## src/rtl/sha256_ctrl_if.sv

```systemverilog
// Control bus between the SHA-256 sequencer and its host, message memory and datapath.
// When SHA_CTRL_CYCLE_CNT_EN is defined the bus also carries the busy-cycle counter.
interface sha256_ctrl_if #(
  parameter int BLK_W = 4
);
  logic             start;
  logic             restart;
  logic [BLK_W-1:0] num_blocks;
  logic             msg_rd_en;
  logic [BLK_W+3:0] msg_addr;
  logic             w_load_en;
  logic [3:0]       w_idx;
  logic             init_hash;
  logic             round_en;
  logic [5:0]       round_idx;
  logic             hash_update;
  logic             dig_wr_en;
  logic [2:0]       dig_addr;
  logic             busy;
  logic             done;
`ifdef SHA_CTRL_CYCLE_CNT_EN
  logic [31:0]      cycle_cnt;
`endif

  modport master (
    input  start, restart, num_blocks,
    output msg_rd_en, msg_addr, w_load_en, w_idx, init_hash, round_en, round_idx,
           hash_update, dig_wr_en, dig_addr, busy, done
`ifdef SHA_CTRL_CYCLE_CNT_EN
    , output cycle_cnt
`endif
  );

  modport slave (
    output start, restart, num_blocks,
    input  msg_rd_en, msg_addr, w_load_en, w_idx, init_hash, round_en, round_idx,
           hash_update, dig_wr_en, dig_addr, busy, done
`ifdef SHA_CTRL_CYCLE_CNT_EN
    , input cycle_cnt
`endif
  );
endinterface

```

## src/rtl/sha256_ctrl.sv

```systemverilog
// SHA-256 top-level sequencer: message fetch, 64 rounds, hash fold per block, digest write-out.
// Optional busy-cycle counter enabled by defining SHA_CTRL_CYCLE_CNT_EN.
module sha256_ctrl #(
  parameter int BLK_W = 4
) (
  input logic           clock,
  input logic           reset,
  sha256_ctrl_if.master bus
);

  typedef enum logic [2:0] {
    IDLE   = 3'd0,
    LOAD   = 3'd1,
    DRAIN  = 3'd2,
    ROUND  = 3'd3,
    UPDATE = 3'd4,
    WRITE  = 3'd5,
    DONE   = 3'd6
  } state_t;

  localparam logic [BLK_W-1:0] BLK_ONE = {{(BLK_W-1){1'b0}}, 1'b1};

  state_t           state_q, state_d;
  logic [5:0]       cnt_q, cnt_d;
  logic [BLK_W-1:0] blk_q, blk_d;
  logic [BLK_W-1:0] last_q, last_d;

  logic             msg_rd_en_q, msg_rd_en_d;
  logic [BLK_W+3:0] msg_addr_q, msg_addr_d;
  logic             w_load_en_q, w_load_en_d;
  logic [3:0]       w_idx_q, w_idx_d;
  logic             init_hash_q, init_hash_d;
  logic             round_en_q, round_en_d;
  logic [5:0]       round_idx_q, round_idx_d;
  logic             hash_update_q, hash_update_d;
  logic             dig_wr_en_q, dig_wr_en_d;
  logic [2:0]       dig_addr_q, dig_addr_d;
  logic             busy_q, busy_d;
  logic             done_q, done_d;

  // Outputs are computed for the state being entered so every strobe lines up
  // with its state cycle while still coming straight from a flop.
  always_comb begin
    state_d       = state_q;
    cnt_d         = cnt_q;
    blk_d         = blk_q;
    last_d        = last_q;
    msg_rd_en_d   = 1'b0;
    msg_addr_d    = '0;
    w_load_en_d   = 1'b0;
    w_idx_d       = 4'd0;
    init_hash_d   = 1'b0;
    round_en_d    = 1'b0;
    round_idx_d   = 6'd0;
    hash_update_d = 1'b0;
    dig_wr_en_d   = 1'b0;
    dig_addr_d    = 3'd0;

    if (bus.restart) begin
      state_d = IDLE;
      cnt_d   = 6'd0;
      blk_d   = '0;
      last_d  = '0;
    end else begin
      case (state_q)
        IDLE: begin
          if (bus.start) begin
            state_d     = LOAD;
            cnt_d       = 6'd0;
            blk_d       = '0;
            last_d      = (bus.num_blocks == '0) ? '0 : bus.num_blocks - BLK_ONE;
            msg_rd_en_d = 1'b1;
            msg_addr_d  = '0;
            init_hash_d = 1'b1;
          end
        end

        LOAD: begin
          // One-cycle memory latency: the word requested now lands next cycle.
          w_load_en_d = 1'b1;
          w_idx_d     = cnt_q[3:0];
          if (cnt_q == 6'd15) begin
            state_d = DRAIN;
            cnt_d   = 6'd0;
          end else begin
            cnt_d       = cnt_q + 6'd1;
            msg_rd_en_d = 1'b1;
            msg_addr_d  = {blk_q, cnt_d[3:0]};
          end
        end

        DRAIN: begin
          state_d     = ROUND;
          cnt_d       = 6'd0;
          round_en_d  = 1'b1;
          round_idx_d = 6'd0;
        end

        ROUND: begin
          if (cnt_q == 6'd63) begin
            state_d       = UPDATE;
            cnt_d         = 6'd0;
            hash_update_d = 1'b1;
          end else begin
            cnt_d       = cnt_q + 6'd1;
            round_en_d  = 1'b1;
            round_idx_d = cnt_d;
          end
        end

        UPDATE: begin
          if (blk_q < last_q) begin
            state_d     = LOAD;
            cnt_d       = 6'd0;
            blk_d       = blk_q + BLK_ONE;
            msg_rd_en_d = 1'b1;
            msg_addr_d  = {blk_d, 4'd0};
          end else begin
            state_d     = WRITE;
            cnt_d       = 6'd0;
            dig_wr_en_d = 1'b1;
            dig_addr_d  = 3'd0;
          end
        end

        WRITE: begin
          if (cnt_q == 6'd7) begin
            state_d = DONE;
            cnt_d   = 6'd0;
          end else begin
            cnt_d       = cnt_q + 6'd1;
            dig_wr_en_d = 1'b1;
            dig_addr_d  = cnt_d[2:0];
          end
        end

        DONE: begin
          state_d = DONE;
        end

        default: begin
          state_d = IDLE;
          cnt_d   = 6'd0;
        end
      endcase
    end

    busy_d = (state_d != IDLE) && (state_d != DONE);
    done_d = (state_d == DONE);
  end

  // State, counters and output flops.
  always_ff @(posedge clock) begin
    if (reset) begin
      state_q       <= IDLE;
      cnt_q         <= 6'd0;
      blk_q         <= '0;
      last_q        <= '0;
      msg_rd_en_q   <= 1'b0;
      msg_addr_q    <= '0;
      w_load_en_q   <= 1'b0;
      w_idx_q       <= 4'd0;
      init_hash_q   <= 1'b0;
      round_en_q    <= 1'b0;
      round_idx_q   <= 6'd0;
      hash_update_q <= 1'b0;
      dig_wr_en_q   <= 1'b0;
      dig_addr_q    <= 3'd0;
      busy_q        <= 1'b0;
      done_q        <= 1'b0;
    end else begin
      state_q       <= state_d;
      cnt_q         <= cnt_d;
      blk_q         <= blk_d;
      last_q        <= last_d;
      msg_rd_en_q   <= msg_rd_en_d;
      msg_addr_q    <= msg_addr_d;
      w_load_en_q   <= w_load_en_d;
      w_idx_q       <= w_idx_d;
      init_hash_q   <= init_hash_d;
      round_en_q    <= round_en_d;
      round_idx_q   <= round_idx_d;
      hash_update_q <= hash_update_d;
      dig_wr_en_q   <= dig_wr_en_d;
      dig_addr_q    <= dig_addr_d;
      busy_q        <= busy_d;
      done_q        <= done_d;
    end
  end

  assign bus.msg_rd_en   = msg_rd_en_q;
  assign bus.msg_addr    = msg_addr_q;
  assign bus.w_load_en   = w_load_en_q;
  assign bus.w_idx       = w_idx_q;
  assign bus.init_hash   = init_hash_q;
  assign bus.round_en    = round_en_q;
  assign bus.round_idx   = round_idx_q;
  assign bus.hash_update = hash_update_q;
  assign bus.dig_wr_en   = dig_wr_en_q;
  assign bus.dig_addr    = dig_addr_q;
  assign bus.busy        = busy_q;
  assign bus.done        = done_q;

`ifdef SHA_CTRL_CYCLE_CNT_EN
  logic [31:0] cycle_cnt_q;
  logic        launch;

  assign launch = (state_q == IDLE) && bus.start && !bus.restart;

  // Counts cycles spent busy; cleared on every launch, saturates rather than wraps.
  always_ff @(posedge clock) begin
    if (reset || bus.restart || launch) begin
      cycle_cnt_q <= 32'd0;
    end else if (busy_q && (cycle_cnt_q != 32'hFFFF_FFFF)) begin
      cycle_cnt_q <= cycle_cnt_q + 32'd1;
    end
  end

  assign bus.cycle_cnt = cycle_cnt_q;
`endif

endmodule

```

## src/flat_wrapper.sv

```systemverilog
// flat-port wrapper written by rule: the top's interface ports become plain ports
module sha256_ctrl_flat 
#(
  parameter int BLK_W = 4
)
  (clock, reset, bus_start, bus_restart, bus_num_blocks, bus_msg_rd_en, bus_msg_addr, bus_w_load_en, bus_w_idx, bus_init_hash, bus_round_en, bus_round_idx, bus_hash_update, bus_dig_wr_en, bus_dig_addr, bus_busy, bus_done);
  sha256_ctrl_if #(.BLK_W(BLK_W)) bus_i ();
  input logic clock;
  input logic reset;
  input wire logic [$bits(bus_i.start)-1:0] bus_start;
  input wire logic [$bits(bus_i.restart)-1:0] bus_restart;
  input wire logic [$bits(bus_i.num_blocks)-1:0] bus_num_blocks;
  output wire logic [$bits(bus_i.msg_rd_en)-1:0] bus_msg_rd_en;
  output wire logic [$bits(bus_i.msg_addr)-1:0] bus_msg_addr;
  output wire logic [$bits(bus_i.w_load_en)-1:0] bus_w_load_en;
  output wire logic [$bits(bus_i.w_idx)-1:0] bus_w_idx;
  output wire logic [$bits(bus_i.init_hash)-1:0] bus_init_hash;
  output wire logic [$bits(bus_i.round_en)-1:0] bus_round_en;
  output wire logic [$bits(bus_i.round_idx)-1:0] bus_round_idx;
  output wire logic [$bits(bus_i.hash_update)-1:0] bus_hash_update;
  output wire logic [$bits(bus_i.dig_wr_en)-1:0] bus_dig_wr_en;
  output wire logic [$bits(bus_i.dig_addr)-1:0] bus_dig_addr;
  output wire logic [$bits(bus_i.busy)-1:0] bus_busy;
  output wire logic [$bits(bus_i.done)-1:0] bus_done;
  assign bus_i.start = bus_start;
  assign bus_i.restart = bus_restart;
  assign bus_i.num_blocks = bus_num_blocks;
  assign bus_msg_rd_en = bus_i.msg_rd_en;
  assign bus_msg_addr = bus_i.msg_addr;
  assign bus_w_load_en = bus_i.w_load_en;
  assign bus_w_idx = bus_i.w_idx;
  assign bus_init_hash = bus_i.init_hash;
  assign bus_round_en = bus_i.round_en;
  assign bus_round_idx = bus_i.round_idx;
  assign bus_hash_update = bus_i.hash_update;
  assign bus_dig_wr_en = bus_i.dig_wr_en;
  assign bus_dig_addr = bus_i.dig_addr;
  assign bus_busy = bus_i.busy;
  assign bus_done = bus_i.done;
  sha256_ctrl #(.BLK_W(BLK_W)) u_core (.clock(clock), .reset(reset), .bus(bus_i));
endmodule
```

## config.mk

```make
export PLATFORM = sky130hd
export DESIGN_NAME = sha256_ctrl_flat
export DESIGN_NICKNAME = d
export VERILOG_FILES = /design/src/rtl/sha256_ctrl_if.sv /design/src/rtl/sha256_ctrl.sv /design/src/flat_wrapper.sv
export SDC_FILE = /design/constraint.sdc
export NUM_CORES = 1
export LEC_CHECK = 0
export CORE_MARGIN = 2
export CORE_UTILIZATION = 49
export CTS_CLUSTER_SIZE = 20
export DETAILED_ROUTE_END_ITERATION = 7
export PLACE_DENSITY = 0.73
export SYNTH_ARGS = -nofsm -noshare
export SYNTH_HDL_FRONTEND = slang
export SYNTH_SLANG_ARGS = --single-unit
export TNS_END_PERCENT = 100
```

## constraint.sdc

```tcl
create_clock -name clock -period 2.3 [get_ports clock]
set_clock_uncertainty 0.15 [all_clocks]
set_input_delay 0.69 -clock clock [delete_from_list [all_inputs] [get_ports clock]]
set_output_delay 0.69 -clock clock [all_outputs]
set_load 0.005 [all_outputs]
```

==> metrics.md <==
| Metric | Value |
|---|---|
| Number of flops mapped to enable cells by yosys | `0` |
| Setup WS pre-CTS | `-0.0115 ns` |
| Largest net degree at the start of global routing | `16` |
| Hold Buf Count CTS | `0` |
| Die ar. | `0.00456 mm²` |
| Mean area per synthesized cell | `8.63 µm²` |
| Yosys warnings | `0` |
| PnR worst setup slack | `0.243 ns` |
| Final Setup Violations | `0` |
| Register area share after synthesis | `0.466` |
| First-pass DRT Iterations | `4` |
| Commonest cells after routing, fill and taps aside | `46 x dfxtp_1, 36 x clkdlybuf4s50_1, 35 x nor2_1` |
| Worst path slowest cell | `or4_1` |
| Mapped Nets | `~240` |
| H-tree lvl count | `2` |
| Fin. max-slew vios | `0` |
| Via count | `1,823` |
| Reg2reg end | `u_core.blk_q[3]` |
| PortBufs | `36` |
| GRT Total Usage | `0.212` |
| Final Net Count | `a little under 300` |
| Ant diodes | `0` |
| DR vias/cell | `5.46` |
| CTS tree | `built` |
| Per-cell routed wire length | `13.2 µm` |
| Synth Cell Area | `0.00198 mm²` |
| Initial core utilization | `0.501` |
| DRT iter0 DRCs | `roughly 140` |
| Worst path cell trace | `inv_1, ha_1, a2111oi_4, o21ai_2, or4_1, nand3_1` |
| Crit path DAT | `2.15 ns` |
| RSZ-0062 raised after global routing | `false` |
| Top_reg_cell synth | `dfxtp_1` |
| Initial antenna violation count | `0` |
| Number of global-route vias before repair | `1,493` |
| CTS resizes | `0` |
| Worst slew pin tran | `between 0.5 and 0.6 ns` |
| Share of cells above drive strength 1 | `0.144` |
| Final Hold Fails | `0` |
| GR Overflow Total | `0` |
| Final Cycle Share | `0.894` |
| Post-synthesis cell type count | `43` |
| Clock buffer count from CTS | `5` |
| Cell area power density | `between 500 and 600 mW/mm²` |
| Slew HR | `0.656` |
| Hold Startpoint | `u_core.last_q[3]` |
| Startpoint types | `flip-flop` |
| Hold path depth | `2` |
| Critical path class | `reg -> reg` |
| Commonest non-fill, non-tap cell in the layout | `dfxtp_1` |
| # DRC | `0` |
| HPWL Detailed | `3300 µm` |
| Hold endpoint | `u_core.last_q[3]` |
| Routability cong. | `0.838` |
| Postcts setup bufs | `0` |
| Asr flop ratio synth | `0` |
| I/O pin total | `37` |
| Pwr Total | `1.51 mW` |
| Maximum capacitance violations | `0` |
| Area of the multi-input gates | `975 µm²` |
| Worst-path clk slew | `0.08 ns` |
| Placed Cells | `326` |
| Syn Inst Count | `229` |
| Routed wire length | `around 4400 µm` |
| Peak Freq | `0.486 GHz` |
| Die Wd | `67.5 µm` |
| CP max FO | `8` |
| Clk buf depth | `2` |
| Clk root buf | `clkbuf_8` |
| Static Leak | `slightly below 1 nW` |
| Max VDD drop | `a little over 300 µV` |
| Die H | `67.5 µm` |
| Clock sink count | `46` |
| Critical Path End Type | `flip-flop` |
| Synth Register Bits | `46` |
| Critical Path Max Stage Delay | `0.49 ns` |
| Antenna viol nets, final | `0` |
| Hold Crit Class | `reg -> reg` |
| Row cnt | `23` |
| Flop2flop setup slack | `roughly 0.24 ns` |
| Fillers | `approximately 350` |
| Core Area | `0.00394 mm²` |
| Global-route wire length before repair | `7100 µm` |
| Worst skew pair latency | `0.30 ns` |
| Reg area | `921 µm²` |
| Worst Path Required | `2.39 ns` |
| Status | `finished clean` |
| Cell count of the worst reg-to-reg path | `6` |
| Final min period | `between 2 and 2.5 ns` |
| Worst reg2reg path startpoint | `u_core.last_q[1]` |
| Final Non-Filler Cells | `334` |
| P&R area growth vs syn | `33.2%` |
sequential cells by signal (all words and copies together), names as in the netlist, 3 cells and up:
signal	cells
u_core.bus.w_idx	4
u_core.state_q	3
u_core.blk_q	4
u_core.cnt_q	6
u_core.bus.dig_addr	3
u_core.bus.msg_addr	8
u_core.last_q	4
u_core.bus.round_idx	6
metrics by stage:
step / cell area, µm² / hold slack, ns / utilization / TNS (ns)
after floorplan: 1980 / 0.282 / - / 0
after global placement: 2520 / 0.292 / 0.639 / 0
after detailed placement: 2520 / 0.295 / 0.639 / -0.0225
after CTS: 2630 / 0.305 / 0.668 / 0
after global routing: 2630 / 0.320 / 0.668 / 0
final: 2630 / 0.303 / 0.668 / 0
power by group:
group | switching (mW) | internal [mW] | total (mW)
Clock | 0.276 | 0.326 | 0.601
Sequential | 0.00442 | 0.803 | 0.807
Combinational | 0.0525 | 0.0536 | 0.106
Total | 0.333 | 1.18 | 1.51
layout make-up:
| class | instances | share of cell area |
|---|---|---|
| flip-flops and latches | 46 | 0.350 |
| clock inverters | 3 | 0.0166 |
| multi-input cells | 163 | 0.370 |
| well taps | 50 | 0.0238 |
| inverters | 8 | 0.0114 |
| clock buffers | 5 | 0.0261 |
| repair buffers | 59 | 0.202 |
critical path: cells and delay by family (launching register included):
family	cells	cell delay [ns]
DFF	1	0.35
buffers and inverters	1	0.06
and+or+nand+nor	2	0.58
adders and majority gates	1	0.32
AOI/OAI and AO/OA	2	0.56
cell usage after synthesis, drive strengths merged, types with 3 or more instances:
library cell / instances / share of area
a211oi: 3 / 0.011
a21oi: 13 / 0.035
a22oi: 3 / 0.011
and2: 5 / 0.016
and3: 3 / 0.0095
buf: 6 / 0.014
clkbuf: 6 / 0.012
dfxtp: 46 / 0.47
ha: 5 / 0.032
inv: 8 / 0.015
nand2: 19 / 0.036
nand2b: 6 / 0.023
nand3: 12 / 0.030
nand4: 6 / 0.019
nor2: 35 / 0.066
nor2b: 3 / 0.0095
nor3: 7 / 0.020
nor4: 3 / 0.0095
o21ai: 9 / 0.025
or3: 3 / 0.0095
or4: 4 / 0.015
xnor2: 3 / 0.013
per-layer routing:
metal / up-vias / wire length (µm) / GRT usage
li1: 918 / - / -
met1: 832 / 2170 / 0.312
met2: 65 / 1900 / 0.288
met3: 8 / 254 / 0.0517
met4: 0 / 76 / 0.0995
met5: - / 0 / 0
worst max path at each step:
| stage | from | endpoint | slack [ns] | cells past startpoint |
|---|---|---|---|---|
| 2_1_floorplan | u_core.last_q[1] | u_core.blk_q[3] | 0.39 | 6 |
| 3_5_place_dp | bus_restart | u_core.bus.busy | -0.01 | 6 |
| 6_report | u_core.last_q[1] | u_core.blk_q[3] | 0.24 | 6 |
| 4_1_cts | u_core.last_q[1] | u_core.blk_q[3] | 0.25 | 6 |
| 3_3_place_gp | bus_num_blocks[2] | u_core.last_q[2] | 0.05 | 3 |
| 5_1_grt | u_core.last_q[1] | u_core.bus.msg_rd_en | 0.09 | 6 |
kinds of logic (layout without fill, tap and decap cells):
family / after synthesis / after routing / synth area share
adder cells (fa/ha/maj): 5 / 5 / 0.0316
AO/OA/AOI/OAI: 44 / 44 / 0.162
AND/OR/NAND/NOR: 108 / 108 / 0.272
flip-flops: 46 / 46 / 0.466
XOR/XNOR: 5 / 5 / 0.0222
multiplexers: 1 / 1 / 0.00506
buffers and inverters: 20 / 75 / 0.0411
Note: power is estimated with default switching activity, not from simulation.
